==> config.mk <==
export PLATFORM = sky130hd
export DESIGN_NAME = dds_sweep_ctrl
export DESIGN_NICKNAME = d
export VERILOG_FILES = /design/src/rtl/dds_pkg.sv /design/src/rtl/dds_dwell_timer.sv /design/src/rtl/dds_sweep_ctrl.sv
export SDC_FILE = /design/constraint.sdc
export NUM_CORES = 1
export LEC_CHECK = 0
export ABC_AREA = 0
export CORE_MARGIN = 8
export CORE_UTILIZATION = 60
export CTS_CLUSTER_SIZE = 16
export DETAILED_ROUTE_END_ITERATION = 12
export PLACE_DENSITY = 0.88
export SLEW_MARGIN = 20
export SYNTH_ARGS = -nofsm -noshare
export SYNTH_HDL_FRONTEND = slang
export SYNTH_SLANG_ARGS = --single-unit
==> constraint.sdc <==
create_clock -name clk -period 7.4 [get_ports clk]
set_clock_uncertainty 0.1 [all_clocks]
set_input_delay 0.74 -clock clk [delete_from_list [all_inputs] [get_ports clk]]
set_output_delay 0.74 -clock clk [all_outputs]
set_load 0.05 [all_outputs]
==> src/rtl/dds_pkg.sv <==
// Shared DDS definitions: default tuning-word width and the sweep FSM state type.
package dds_pkg;

  // Phase-accumulator width used by the DDS generator and its controllers.
  localparam int DDS_PHASE_WIDTH = 32;

  typedef enum logic [1:0] {
    S_IDLE = 2'd0,
    S_UP   = 2'd1,
    S_DOWN = 2'd2
  } sweep_state_t;

endpackage

==> src/rtl/dds_dwell_timer.sv <==
// Loadable dwell down-counter. A load of 0 is treated as 1. The counter parks at 1
// once it runs out, so expire stays high until the next load.
module dds_dwell_timer #(
  parameter int DWELL_WIDTH = 16
) (
  input  logic                   clk,
  input  logic                   rst_n,
  input  logic                   load,
  input  logic [DWELL_WIDTH-1:0] value,
  output logic                   expire
);

  localparam logic [DWELL_WIDTH-1:0] ONE = DWELL_WIDTH'(1);

  logic [DWELL_WIDTH-1:0] cnt;

  // Count down one per cycle towards 1; a load restarts the dwell.
  always_ff @(posedge clk or negedge rst_n) begin
    if (!rst_n) begin
      cnt <= '0;
    end else if (load) begin
      cnt <= (value == '0) ? ONE : value;
    end else if (cnt > ONE) begin
      cnt <= cnt - ONE;
    end
  end

  assign expire = (cnt == ONE);

endmodule

==> src/rtl/dds_sweep_ctrl.sv <==
// Linear frequency-sweep controller driving the DDS delta_phase input.
// Build option: define DDS_SWEEP_CONTINUOUS_EN to honour `mode` and build the DOWN
// (triangle) path; otherwise every sweep is a single up-sweep ending in `done`.
module dds_sweep_ctrl
  import dds_pkg::*;
#(
  parameter int PHASE_WIDTH = DDS_PHASE_WIDTH,
  parameter int DWELL_WIDTH = 16
) (
  input  logic                   clk,
  input  logic                   rst_n,
  input  logic                   start,
  input  logic                   abort,
  input  logic                   mode,
  input  logic [PHASE_WIDTH-1:0] f_start,
  input  logic [PHASE_WIDTH-1:0] f_stop,
  input  logic [PHASE_WIDTH-1:0] f_step,
  input  logic [DWELL_WIDTH-1:0] dwell,
  output logic [PHASE_WIDTH-1:0] delta_phase,
  output logic                   busy,
  output logic                   done,
  output logic                   err
);

  sweep_state_t state, state_nxt;

  logic [PHASE_WIDTH-1:0] cfg_stop;
  logic [PHASE_WIDTH-1:0] cfg_step;
  logic [DWELL_WIDTH-1:0] cfg_dwell;
  logic [DWELL_WIDTH-1:0] tmr_value;
  logic                   cfg_valid;
  logic                   start_ok;
  logic                   start_bad;
  logic                   tmr_load;
  logic                   expire;
  logic                   at_stop;
  logic [PHASE_WIDTH:0]   up_sum;
  logic [PHASE_WIDTH-1:0] up_next;

`ifdef DDS_SWEEP_CONTINUOUS_EN
  logic                   cfg_mode;
  logic [PHASE_WIDTH-1:0] cfg_start;
  logic [PHASE_WIDTH:0]   dn_diff;
  logic [PHASE_WIDTH-1:0] dn_next;
  logic                   at_start;
`else
  // Port kept for interface stability; single sweeps only in this build.
  logic mode_unused;
  assign mode_unused = mode;
`endif

  // Start qualification is done on the live inputs; abort always takes priority.
  assign cfg_valid = (f_step != '0) && (f_start <= f_stop);
  assign start_ok  = (state == S_IDLE) && start && !abort && cfg_valid;
  assign start_bad = (state == S_IDLE) && start && !abort && !cfg_valid;

  // Up-step at one extra bit so a step past the top of the range clamps instead of wrapping.
  assign up_sum  = {1'b0, delta_phase} + {1'b0, cfg_step};
  assign up_next = (up_sum > {1'b0, cfg_stop}) ? cfg_stop : up_sum[PHASE_WIDTH-1:0];
  assign at_stop = (delta_phase == cfg_stop);

`ifdef DDS_SWEEP_CONTINUOUS_EN
  // Down-step at one extra bit; the borrow bit flags underflow, which clamps to f_start.
  assign dn_diff  = {1'b0, delta_phase} - {1'b0, cfg_step};
  assign dn_next  = (dn_diff[PHASE_WIDTH] || (dn_diff[PHASE_WIDTH-1:0] < cfg_start))
                    ? cfg_start : dn_diff[PHASE_WIDTH-1:0];
  assign at_start = (delta_phase == cfg_start);
`endif

  // The first dwell comes from the live input, later ones from the latched copy.
  assign tmr_value = busy ? cfg_dwell : dwell;
  assign tmr_load  = start_ok || (busy && expire);

  dds_dwell_timer #(
    .DWELL_WIDTH (DWELL_WIDTH)
  ) u_dwell_timer (
    .clk    (clk),
    .rst_n  (rst_n),
    .load   (tmr_load),
    .value  (tmr_value),
    .expire (expire)
  );

  // Latch the sweep configuration on an accepted start.
  always_ff @(posedge clk) begin
    if (start_ok) begin
      cfg_stop  <= f_stop;
      cfg_step  <= f_step;
      cfg_dwell <= dwell;
`ifdef DDS_SWEEP_CONTINUOUS_EN
      cfg_start <= f_start;
      cfg_mode  <= mode;
`endif
    end
  end

  // FSM state register.
  always_ff @(posedge clk or negedge rst_n) begin
    if (!rst_n) begin
      state <= S_IDLE;
    end else begin
      state <= state_nxt;
    end
  end

  // FSM next-state logic; turnarounds happen only on dwell expiry at an endpoint.
  always_comb begin
    state_nxt = state;
    if (abort) begin
      state_nxt = S_IDLE;
    end else begin
      case (state)
        S_IDLE: if (start_ok) state_nxt = S_UP;
        S_UP: begin
          if (expire && at_stop) begin
`ifdef DDS_SWEEP_CONTINUOUS_EN
            state_nxt = cfg_mode ? S_DOWN : S_IDLE;
`else
            state_nxt = S_IDLE;
`endif
          end
        end
`ifdef DDS_SWEEP_CONTINUOUS_EN
        S_DOWN: if (expire && at_start) state_nxt = S_UP;
`endif
        default: state_nxt = S_IDLE;
      endcase
    end
  end

  // FSM outputs.
  always_comb begin
    busy = (state == S_UP) || (state == S_DOWN);
  end

  // Tuning-word register: load on start, clamped step on dwell expiry, zero on abort.
  // At a turnaround the first step in the new direction is taken immediately so the
  // endpoint word is not held twice.
  always_ff @(posedge clk or negedge rst_n) begin
    if (!rst_n) begin
      delta_phase <= '0;
    end else if (abort) begin
      delta_phase <= '0;
    end else if (start_ok) begin
      delta_phase <= f_start;
    end else if (expire) begin
      case (state)
        S_UP: begin
          if (!at_stop) begin
            delta_phase <= up_next;
          end
`ifdef DDS_SWEEP_CONTINUOUS_EN
          else if (cfg_mode) begin
            delta_phase <= dn_next;
          end
`endif
        end
`ifdef DDS_SWEEP_CONTINUOUS_EN
        S_DOWN: delta_phase <= at_start ? up_next : dn_next;
`endif
        default: ;
      endcase
    end
  end

  // One-cycle status pulses: done on a normal single-sweep finish, err on a rejected start.
  always_ff @(posedge clk or negedge rst_n) begin
    if (!rst_n) begin
      done <= 1'b0;
      err  <= 1'b0;
    end else begin
      done <= !abort && (state == S_UP) && (state_nxt == S_IDLE);
      err  <= start_bad;
    end
  end

endmodule
==> flow_summary_export.csv <==
group,metric,value,unit
outcome,status,"finished, final reports clean",
finish,layout-drive-gt1-share,6.07,%
global_routing,grt.met3_usage,8.78,%
power_and_ir_drop,leakagePower,4.94,nW
worst_hold_path,min_path_type,"in -> async",
global_routing,grt-ovfl-total,0,
worst_setup_path,r2r-start,"delta_phase[3]",
clock_network,tritoncts,"built",
synthesis,synth_edf_count,80,
worst_setup_path,r2r_end,"delta_phase[1]",
finish,area_growth,22.8,%
synthesis,synth_top_flop_cell,"edfxtp_1",
synthesis,syn-num-nets,1217,
clock_network,htreeDepth,4,
synthesis,syn_avg_cell_area,9.71,um^2
power_and_ir_drop,vdd_drop_max,195,uV
synthesis,ys_warn_count,0,
route,first_iter_violations,817,
worst_setup_path,cp_slowest_cell,"or4_1",
worst_setup_path,regToRegSetupSlack,1.58,ns
finish,multi_input_area,0.00549,mm^2
place,gp_congestion,0.949,
finish,nets,1358,
place,dp_hpwl,22700,um
clock_network,numCtsBuffers,17,
worst_setup_path,startpoint_type,"register",
sta,max_slew_margin,36.2,%
route,drc,0,
global_routing,grt_pass1_vias,8836,
sta,setup_viol,0,
sta,rsz0062_at_grt,"false",
finish,final_core_util,75.3,%
flow_run,maxCapViolCount,0,
sta,timing.hold.ws,0.353,ns
global_routing,grt_usage,29.7,%
route,vias,8734,
sta,timing.fmax,172,MHz
sta,period_minus_slack,5.82,ns
worst_setup_path,cp-startpoint,"delta_phase[3]",
route,wirelength,29900,um
floorplan,num_rows,46,
global_routing,grt_max_degree,70,
synthesis,yosysUniqueCellTypes,74,
finish,num_antenna_cells,0,
floorplan,initial_core_util,61.3,%
clock_network,postCtsSetupRepairBufs,0,
sta,report.final.slew_viol_count,0,
floorplan,die_h,143,um
worst_setup_path,worst_ep_required_time,7.56,ns
power_and_ir_drop,p_per_area,228,mW/mm^2
finish,ff_latch_area,0.00370,mm^2
sta,worst_slew_pin_slew,0.956,ns
global_routing,grt_antenna_before_repair,0,
worst_setup_path,crit_path_max_incr_delay,0.59,ns
finish,fillers,1107,
worst_setup_path,critPathKind,"reg -> reg",
global_routing,grt.busiest_layer,"met2",
floorplan,die-area,0.0205,mm^2
global_routing,use_met1,34.6,%
sta,fin_tns_setup,0,ns
clock_network,hold_buffers,0,
floorplan,io_pins,152,
worst_setup_path,crit_path_max_fanout,13,
global_routing,grt_use_met2,49.6,%
worst_setup_path,reg2regPathDepth,18,
synthesis,synthesis.area,0.00970,mm^2
synthesis,ys_seq_elements,132,
route,ant_nets,0,
sta,hold_violations,0,
clock_network,insertion_delay,0.43,ns
clock_network,clockRootBuffer,"clkbuf_16",
route,drt-pass1-iter-count,6,
synthesis,yosysSeqAreaShare,38.2,%
floorplan,die_w,143,um
worst_setup_path,cp-end-kind,"register",
clock_network,clock-sinks,132,
route,wl_per_cell,21.9,um
route,routed_via_density,6.38,
synthesis,synthCells,999,
global_routing,grt_pass1_wl,46700,um
synthesis,async_flop_share,39.4,%
worst_setup_path,worstPathArrival,5.98,ns
clock_network,path_clk_slew,0.07,ns
floorplan,coreArea,0.0158,mm^2
worst_setup_path,path_cells,"ha_1, a21o_1, a21oi_1, a21oi_1, o31ai_1, a21oi_1, a31oi_1, xnor2_1, inv_1, ha_1, nand3_1, or4_1, nor2_1, and3_1, a21o_1, nand2_1, a21oi_1, o211ai_1",
sta,period_share,78.7,%
clock_network,post_cts_resized,0,
worst_setup_path,cp_common_cell,"a21oi_1",
place,port_buffers,150,
clock_network,clock_path_buffers,2,
-- stage by stage --
| step | total power, mW | std cells | area [um^2] | setup slack, ns |
|---|---|---|---|---|
| after global placement | 1.84 | 1337 | 11300 | 1.95 |
| after detailed placement | 1.86 | 1337 | 11300 | 1.89 |
| after global routing | 2.84 | 1369 | 11900 | 1.46 |
| after CTS | 2.70 | 1369 | 11900 | 1.78 |
| after floorplan | 1.57 | 999 | 9700 | 2.68 |
| final | 2.72 | 1369 | 11900 | 1.58 |
-- cells in the final DEF (no fill, tap or decap), types with 9 or more instances in the layout --
| master | instances |
|---|---|
| clkbuf_16 | 17 |
| nor3_1 | 17 |
| clkdlybuf4s50_1 | 149 |
| edfxtp_1 | 80 |
| nand3_1 | 38 |
| a21o_1 | 18 |
| dfrtp_1 | 52 |
| o211ai_1 | 18 |
| nor4_1 | 22 |
| xor2_1 | 19 |
| ha_1 | 100 |
| xnor2_1 | 49 |
| nand4_1 | 35 |
| a31oi_1 | 9 |
| nand2_1 | 79 |
| a21oi_1 | 79 |
| o21ai_0 | 28 |
| nor2_1 | 39 |
| a211oi_1 | 17 |
| inv_1 | 90 |
| mux2i_1 | 46 |
-- report_power, final --
group          leakage [nW]  switching (mW)  total [mW]  internal, mW
logic                  3.25           0.544       0.918         0.373
clock network         0.278           0.340       0.837         0.497
registers              1.41          0.0892       0.962         0.873
total                  4.94           0.973        2.72          1.74
-- layer usage --
layer	up-vias	share of wire (%)
li1	4022	-
met1	4162	38
met2	457	48
met4	0	4.0
met3	93	10
met5	-	0
-- synth_stat cells, types with 3 or more instances --
cell,n,share of area (%)
a211o_1,4,0.36
a211oi_1,17,1.3
a21boi_0,7,0.54
a21o_1,18,1.4
a21oi_1,80,4.1
a311oi_1,5,0.45
a31oi_1,9,0.58
a41oi_1,3,0.27
and2_1,5,0.32
and3_1,8,0.52
and4_1,4,0.36
buf_2,6,0.31
buf_4,4,0.31
buf_6,4,0.46
clkbuf_1,17,0.66
dfrtp_1,52,13
edfxtp_1,80,25
ha_1,100,13
inv_1,90,3.5
mux2_2,3,0.35
mux2i_1,46,4.7
nand2_1,79,3.1
nand2b_1,3,0.19
nand3_1,38,2.0
nand4_1,35,2.3
nand4b_1,6,0.54
nor2_1,39,1.5
nor2b_1,7,0.45
nor3_1,17,0.88
nor4_1,22,1.4
o211ai_1,18,1.4
o211ai_2,8,1.0
o21a_1,4,0.31
o21ai_0,28,1.4
o21ai_1,5,0.26
o22ai_1,4,0.26
o311ai_1,5,0.45
or2_2,3,0.19
or3_1,4,0.26
or4_1,4,0.31
xnor2_1,49,4.4
xor2_1,19,1.7
-- sequential cells by signal, summed over array words and instances (netlist names) --
register,flops
cfg_dwell,16
done,1
cfg_stop,32
u_dwell_timer.cnt,16
delta_phase,32
cfg_step,32
state,2
err,1
-- worst max-delay path by stage --
stage	endpoint	depth (start not counted)	slack [ns]
after global routing	delta_phase[31]	18	1.46
final	delta_phase[1]	18	1.58
after detailed placement	delta_phase[31]	18	1.89
after floorplan	delta_phase[16]	18	2.68
after global placement	delta_phase[31]	18	1.95
after CTS	delta_phase[1]	18	1.78
-- kinds of logic after synthesis --
group                    after synthesis  synth area share, %
multiplexers                          49                 5.10
flip-flops                           132                 38.2
AO/OA/AOI/OAI                        239                 16.6
adder cells (fa/ha/maj)              101                 13.1
buffers and inverters                124                 5.34
XOR/XNOR                              68                 6.14
AND/OR/NAND/NOR                      286                 15.6
-- worst max-delay path: cells and delay by family, from the launching register on --
kind / cells / cell delay, ns
AO/OA/AOI/OAI: 9 / 2.48
AND/OR/NAND/NOR: 5 / 1.53
adder cells (fa/ha/maj): 2 / 0.72
flip-flops: 1 / 0.44
XOR/XNOR: 1 / 0.28
buffers and inverters: 1 / 0.10
-- cell type report --
| cell class | instances | share of cell area (%) |
|---|---|---|
| inverter | 92 | 2.92 |
| timing repair buffer | 154 | 12.8 |
| multi-input combinational | 743 | 46.0 |
| sequential | 132 | 31.1 |
| tap | 216 | 2.27 |
| clock buffer | 17 | 3.57 |
| clock inverter | 15 | 1.29 |
No activity file was read; power rests on OpenSTA's default activity.
